$ cat config.mk
export PLATFORM = sky130hd
export DESIGN_NAME = fb_swap_ctrl_flat
export DESIGN_NICKNAME = d
export VERILOG_FILES = /design/src/rtl/fb_swap_ctrl_if.sv /design/src/rtl/fb_swap_ctrl.sv /design/src/flat_wrapper.sv
export SDC_FILE = /design/constraint.sdc
export NUM_CORES = 1
export LEC_CHECK = 0
export ABC_AREA = 1
export CORE_UTILIZATION = 44
export CTS_BUF_LIST = sky130_fd_sc_hd__clkbuf_8 sky130_fd_sc_hd__clkbuf_16
export DETAILED_ROUTE_END_ITERATION = 12
export PLACE_DENSITY = 0.8
export REMOVE_ABC_BUFFERS = 1
export SLEW_MARGIN = 20
export SYNTH_ARGS = -nofsm -noshare
export SYNTH_HDL_FRONTEND = slang
export SYNTH_SLANG_ARGS = --single-unit
$ cat constraint.sdc
create_clock -name clk -period 1.2 [get_ports clk]
set_input_delay 0.24 -clock clk [delete_from_list [all_inputs] [get_ports clk]]
set_output_delay 0.24 -clock clk [all_outputs]
set_load 0.05 [all_outputs]
$ cat src/rtl/fb_swap_ctrl_if.sv
// Writer/scanner-side handshake bundle for the frame-buffer double-buffer swap controller.
// master = the side issuing requests and frame pulses, slave = the controller.
interface fb_swap_ctrl_if #(
    parameter int unsigned CNT_W = 16
);
    logic             swap_req;
    logic             frame_done;
    logic             overrun_clr;
    logic             bank_sel;
    logic             writer_en;
    logic             swap_ack;
    logic             swap_pending;
    logic             swap_overrun;
    logic [CNT_W-1:0] frame_count;

    modport master (
        output swap_req,
        output frame_done,
        output overrun_clr,
        input  bank_sel,
        input  writer_en,
        input  swap_ack,
        input  swap_pending,
        input  swap_overrun,
        input  frame_count
    );

    modport slave (
        input  swap_req,
        input  frame_done,
        input  overrun_clr,
        output bank_sel,
        output writer_en,
        output swap_ack,
        output swap_pending,
        output swap_overrun,
        output frame_count
    );
endinterface

$ cat src/rtl/fb_swap_ctrl.sv
// Double-buffer swap controller: flips the displayed bank on a frame boundary after a writer
// request, then blocks writes for a guard window before acknowledging the new back buffer.
module fb_swap_ctrl #(
    parameter int unsigned MIN_FRAMES   = 1,
    parameter int unsigned GUARD_CYCLES = 4,
    parameter int unsigned CNT_W        = 16
) (
    input logic           clk,
    input logic           reset_n,
    fb_swap_ctrl_if.slave bus
);

    localparam int unsigned ShownW = $clog2(MIN_FRAMES + 1);
    localparam int unsigned GuardW = (GUARD_CYCLES > 1) ? $clog2(GUARD_CYCLES) : 1;
    localparam logic [ShownW:0]   MinFrames = MIN_FRAMES[ShownW:0];
    localparam logic [GuardW-1:0] GuardInit = GuardW'(GUARD_CYCLES - 1);

    typedef enum logic [1:0] {StIdle, StPending, StGuard, StAck} state_e;

    state_e             state_q, state_d;
    logic               bank_q, bank_d;
    logic               wen_q, wen_d;
    logic               ack_q, ack_d;
    logic               pend_q, pend_d;
    logic               ovr_q, ovr_d;
    logic [CNT_W-1:0]   cnt_q, cnt_d;
    logic [ShownW-1:0]  shown_q, shown_d;
    logic [GuardW-1:0]  guard_q, guard_d;

    logic [ShownW:0]    shown_inc;
    logic               shown_full;
    logic               swap_go;

    // The current frame_done pulse counts toward the minimum display time.
    assign shown_inc  = {1'b0, shown_q} + 1'b1;
    assign shown_full = (shown_inc >= MinFrames);
    assign swap_go    = (state_q == StPending) && bus.frame_done && shown_full;

    always_ff @(posedge clk or negedge reset_n) begin
        if (!reset_n) begin
            state_q <= StIdle;
            bank_q  <= 1'b0;
            wen_q   <= 1'b1;
            ack_q   <= 1'b0;
            pend_q  <= 1'b0;
            ovr_q   <= 1'b0;
            cnt_q   <= '0;
            shown_q <= '0;
            guard_q <= '0;
        end else begin
            state_q <= state_d;
            bank_q  <= bank_d;
            wen_q   <= wen_d;
            ack_q   <= ack_d;
            pend_q  <= pend_d;
            ovr_q   <= ovr_d;
            cnt_q   <= cnt_d;
            shown_q <= shown_d;
            guard_q <= guard_d;
        end
    end

    always_comb begin
        state_d = state_q;
        unique case (state_q)
            StIdle:    if (bus.swap_req) state_d = StPending;
            StPending: if (swap_go) state_d = StGuard;
            StGuard:   if (guard_q == '0) state_d = StAck;
            StAck:     state_d = StIdle;
            default:   state_d = StIdle;
        endcase
    end

    always_comb begin
        bank_d  = bank_q ^ swap_go;
        wen_d   = (state_d != StGuard);
        ack_d   = (state_d == StAck);
        pend_d  = (state_d == StPending);
        cnt_d   = cnt_q + CNT_W'(bus.frame_done);

        // A request outside IDLE is dropped; flagging it takes priority over the clear.
        ovr_d = ovr_q;
        if (bus.swap_req && (state_q != StIdle)) begin
            ovr_d = 1'b1;
        end else if (bus.overrun_clr) begin
            ovr_d = 1'b0;
        end

        shown_d = shown_q;
        if (swap_go) begin
            shown_d = '0;
        end else if (bus.frame_done) begin
            shown_d = shown_full ? MinFrames[ShownW-1:0] : shown_inc[ShownW-1:0];
        end

        guard_d = guard_q;
        if (swap_go) begin
            guard_d = GuardInit;
        end else if ((state_q == StGuard) && (guard_q != '0)) begin
            guard_d = guard_q - 1'b1;
        end
    end

    assign bus.bank_sel     = bank_q;
    assign bus.writer_en    = wen_q;
    assign bus.swap_ack     = ack_q;
    assign bus.swap_pending = pend_q;
    assign bus.swap_overrun = ovr_q;
    assign bus.frame_count  = cnt_q;

endmodule

$ cat src/flat_wrapper.sv
// flat-port wrapper written by rule: the top's interface ports become plain ports
module fb_swap_ctrl_flat 
#(
    parameter int unsigned MIN_FRAMES   = 1,
    parameter int unsigned GUARD_CYCLES = 4,
    parameter int unsigned CNT_W        = 16
)
  (clk, reset_n, bus_swap_req, bus_frame_done, bus_overrun_clr, bus_bank_sel, bus_writer_en, bus_swap_ack, bus_swap_pending, bus_swap_overrun, bus_frame_count);
  fb_swap_ctrl_if #(.CNT_W(CNT_W)) bus_i ();
  input logic clk;
  input logic reset_n;
  input wire logic [$bits(bus_i.swap_req)-1:0] bus_swap_req;
  input wire logic [$bits(bus_i.frame_done)-1:0] bus_frame_done;
  input wire logic [$bits(bus_i.overrun_clr)-1:0] bus_overrun_clr;
  output wire logic [$bits(bus_i.bank_sel)-1:0] bus_bank_sel;
  output wire logic [$bits(bus_i.writer_en)-1:0] bus_writer_en;
  output wire logic [$bits(bus_i.swap_ack)-1:0] bus_swap_ack;
  output wire logic [$bits(bus_i.swap_pending)-1:0] bus_swap_pending;
  output wire logic [$bits(bus_i.swap_overrun)-1:0] bus_swap_overrun;
  output wire logic [$bits(bus_i.frame_count)-1:0] bus_frame_count;
  assign bus_i.swap_req = bus_swap_req;
  assign bus_i.frame_done = bus_frame_done;
  assign bus_i.overrun_clr = bus_overrun_clr;
  assign bus_bank_sel = bus_i.bank_sel;
  assign bus_writer_en = bus_i.writer_en;
  assign bus_swap_ack = bus_i.swap_ack;
  assign bus_swap_pending = bus_i.swap_pending;
  assign bus_swap_overrun = bus_i.swap_overrun;
  assign bus_frame_count = bus_i.frame_count;
  fb_swap_ctrl #(.MIN_FRAMES(MIN_FRAMES), .GUARD_CYCLES(GUARD_CYCLES), .CNT_W(CNT_W)) u_core (.clk(clk), .reset_n(reset_n), .bus(bus_i));
endmodule
==> key figures <==
Floorplan
  – Io pins: 26
  – Area of the core: 0.002500 mm²
  – Die H: 53.54 µm
  – Initial core utilization: 0.4675
  – Width of the die: 53.54 µm
  – Die area: 0.002866 mm²
  – FP Rows: 18

Logic synthesis
  – YS warnings: 0
  – Mapped Area: 0.001169 mm²
  – Post-synthesis sequential area ratio: 0.5364
  – Cells after synthesis: 127
  – Compound-gate portion of the synthesized area: 0.03640
  – Top cell type's share of synthesized area: 0.5139
  – Most frequent cell after synthesis: nand2_1
  – Simple-gate area share of the yosys netlist: 0.2837
  – Post-Syn Area per Cell: 9.202 µm²
  – Area leader, netlist: dfrtp_1
  – Most common library cells after synthesis: nand2_1 (32), dfrtp_1 (24), inv_1 (12)
  – XOR/XNOR share of the synthesized area: 0.05996
  – Synth unique cells: 21
  – Post-Synth Adder-Cell Area: 0.03212
  – Multiplexer share of the synthesized area: 0
  – EDFF count, synth: 0
  – #FFs+latches synth: 25
  – Ranking of synthesized cells by area: dfrtp_1 (51%), nand2_1 (10%), inv_1 (3.9%), nand3_1 (3.4%), ha_1 (3.2%)
  – Largest family of logic cells by synthesized area: simple AND/OR/NAND/NOR gates
  – FFs w/ async S/R, synth: 1.000
  – Main synth FF type: dfrtp_1

Timing
  – Slew headroom: 0.8383
  – Worst setup margin: -0.1143 ns
  – RSZ-0062 raised after global routing: yes
  – Clk_skew: 0.004275 ns
  – Maximum clock frequency: 760.9 MHz
  – Slew Limit Fails: 0
  – Final setup vio count: 12
  – Minimum clock period: 1.314 ns
  – Final Cycle Share: 1.095
  – Setup TNS: -0.4708 ns
  – Final hold violation count: 0
  – Worst slew pin tran: 0.2419 ns

Hold path
  – Tightest Hold Check Type: input pin to async pin

Critical path
  – R2R Setup Slk: -0.11 ns
  – WP data required: 1.39 ns
  – CP Max Fanout: 3
  – CP endpoint kind: register
  – R2R cell count: 6
  – Critical path class: register to register
  – Startpoint Class: register
  – RR Endpoint: u_core.bus.frame_count[6]
  – R2r startpoint: u_core.bus.frame_count[0]
  – Crit path arrival time: 1.51 ns

Power and ir drop
  – Tot Pwr: 4535 µW
  – Sequential power share: 0.299
  – Clock power frac: 0.112
  – Net Sw Frac: 0.4094
  – Pwr Density: 2199 mW/mm²
  – Comb pwr share: 0.589
  – Worst IR drop on VDD: 2689 µV
  – Sw Pwr: 1857 µW
  – Int Pwr: 2678 µW
  – Pleak: 0.0009578 µW

Job
  – MaxCap Viol Count: 0

Clock tree
  – CTS tree: built
  – Max Root-Sink Buffers: 2
  – H-tree levels: 1
  – Num CTS Buffers: 3
  – CTS clk-pin slew, worst paths: 0.09 ns
  – Clk sink count: 25
  – Hold buffer count at CTS: 0
  – Worst-Skew Late Latency: 0.27 ns
  – Clk root buf: clkbuf_8

Placed design
  – Gpl congestion: 0.8963
  – Pre-CTS setup slack: -0.5817 ns
  – Post-DP HPWL: 2056 µm
  – Dpl cells: 194
  – Port Buf Inserts: 25

Global route
  – Antenna violations before repair: 0
  – Vias in the first global route: 1047
  – Largest net degree at the start of global routing: 26
  – First-pass GRT wire length: 4678 µm
  – GRT overflow: 0
  – All-layer global routing usage: 0.2317

Cells and area
  – Layout cell share with drive strength beyond 1: 0.4652
  – Non-Filler Instances: 217
  – Final Core Density: 0.8248
  – Antenna diodes: 0
  – Final Net Count: 196
  – Layout area overhead: 76.45%

Routing
  – Final ANT Viol Nets: 0
  – DRT Pass-1 Iters: 4
  – Via-per-instance ratio: 5.055
  – Routed length per placed instance: 14.65 µm
  – Drt initial violations: 25
  – Routed WL: 3179 µm
  – Post-route DRC violation count: 0
  – Vias: 1097

Status
  – Status: complete, but fails checks
  – Failing checks: setup timing
## per-stage QoR
stage | hold WS (ns) | instance area, µm²
floorplan | -0.05559 | 1169
global placement | 0.4837 | 1769
detailed placement | 0.5074 | 1769
CTS | 0.3267 | 1954
global route | 0.3256 | 2062
finish | 0.3205 | 2062
## worst max path at each step
stage	start	to	slack [ns]	cells past startpoint
3_5_place_dp	bus_frame_done	u_core.bus.frame_count[14]	-0.58	8
6_report	u_core.bus.frame_count[0]	u_core.bus.frame_count[6]	-0.11	6
3_3_place_gp	bus_frame_done	u_core.bus.frame_count[10]	-0.44	8
2_1_floorplan	u_core.bus.frame_count[0]	u_core.bus.frame_count[14]	-0.43	7
5_1_grt	u_core.bus.frame_count[0]	u_core.bus.frame_count[10]	-0.16	7
4_1_cts	u_core.bus.frame_count[0]	u_core.bus.frame_count[10]	-0.07	7
## placed cells by master, fill, tap and decap left out
cell type        instances
buf_12                  22
clkbuf_8                 3
nor2_4                   6
inv_2                    3
o21ai_2                  2
clkinv_2                 1
o211ai_1                 1
nand2_1                 30
dfstp_2                  1
ha_4                     2
dfrtp_2                  3
dfrtp_1                 21
clkinv_1                 1
inv_1                   12
nand2_2                  6
buf_6                    7
nand3_4                  1
nor2_2                   3
xor2_1                   4
o21ai_1                  2
nand3b_1                 1
nand3_2                  2
xnor2_1                  4
ha_2                     1
nand3_1                  6
nor2_1                   8
o21ai_0                  3
nand4_1                  3
nand2_4                  1
buf_4                   23
clkdlybuf4s50_1          3
dlygate4sd2_1            1
## critical path, stage by stage (launching register included)
cell	delay, ns
dfrtp_1	0.41
ha_4	0.17
ha_4	0.14
nand3_4	0.09
nor2_4	0.15
buf_4	0.13
xor2_1	0.15
## per-layer routing
layer / GRT usage / part of all wire / vias to the layer above
met2: 0.4146 / 0.54 / 39
met5: 0 / 0 / -
met3: 0.03672 / 0.041 / 9
li1: - / - / 519
met4: 0.07895 / 0.016 / 0
met1: 0.2815 / 0.40 / 530
## sequential cells by signal (all words and copies together) (netlist names)
signal,cells
u_core.bus.swap_ack,1
u_core.guard_q,2
u_core.bus.swap_overrun,1
u_core.bus.frame_count,16
u_core.bus.swap_pending,1
u_core.bus.writer_en,1
u_core.bus.bank_sel,1
u_core.state_q,2
## area by class of cell
class	count	area, µm²
clock buffers	3	41.29
clock inverters	1	5.005
fillers	143	437.9
inverters	16	60.06
multi-input cells	86	556.8
flip-flops and latches	25	630.6
well taps	30	37.54
repair buffers	56	730.7
## logic make-up (layout without fill, tap and decap cells)
family / count (synthesis) / count (layout)
buf+inv: 16 / 76
fa+ha+maj: 3 / 3
compound gates: 8 / 8
xor+xnor: 8 / 8
simple gates: 67 / 67
flops: 25 / 25
## power by group through the flow
stage                     Clock [µW]  Combinational (µW)  Sequential (µW)
after floorplan                    0                 439             1960
after global routing             549                2810             1390
after detailed placement           0                2250             1370
after global placement             0                2170             1370
after CTS                        504                2520             1340
final                            507                2670             1360
## what timing repair did
action / 4_1_cts / 5_1_grt
buffers inserted: 11 / 8
pin swaps: 6 / 7
setup endpoints to repair: 21 / 23
gates resized for setup: 14 / 13
(Power assumes the default switching activity.)
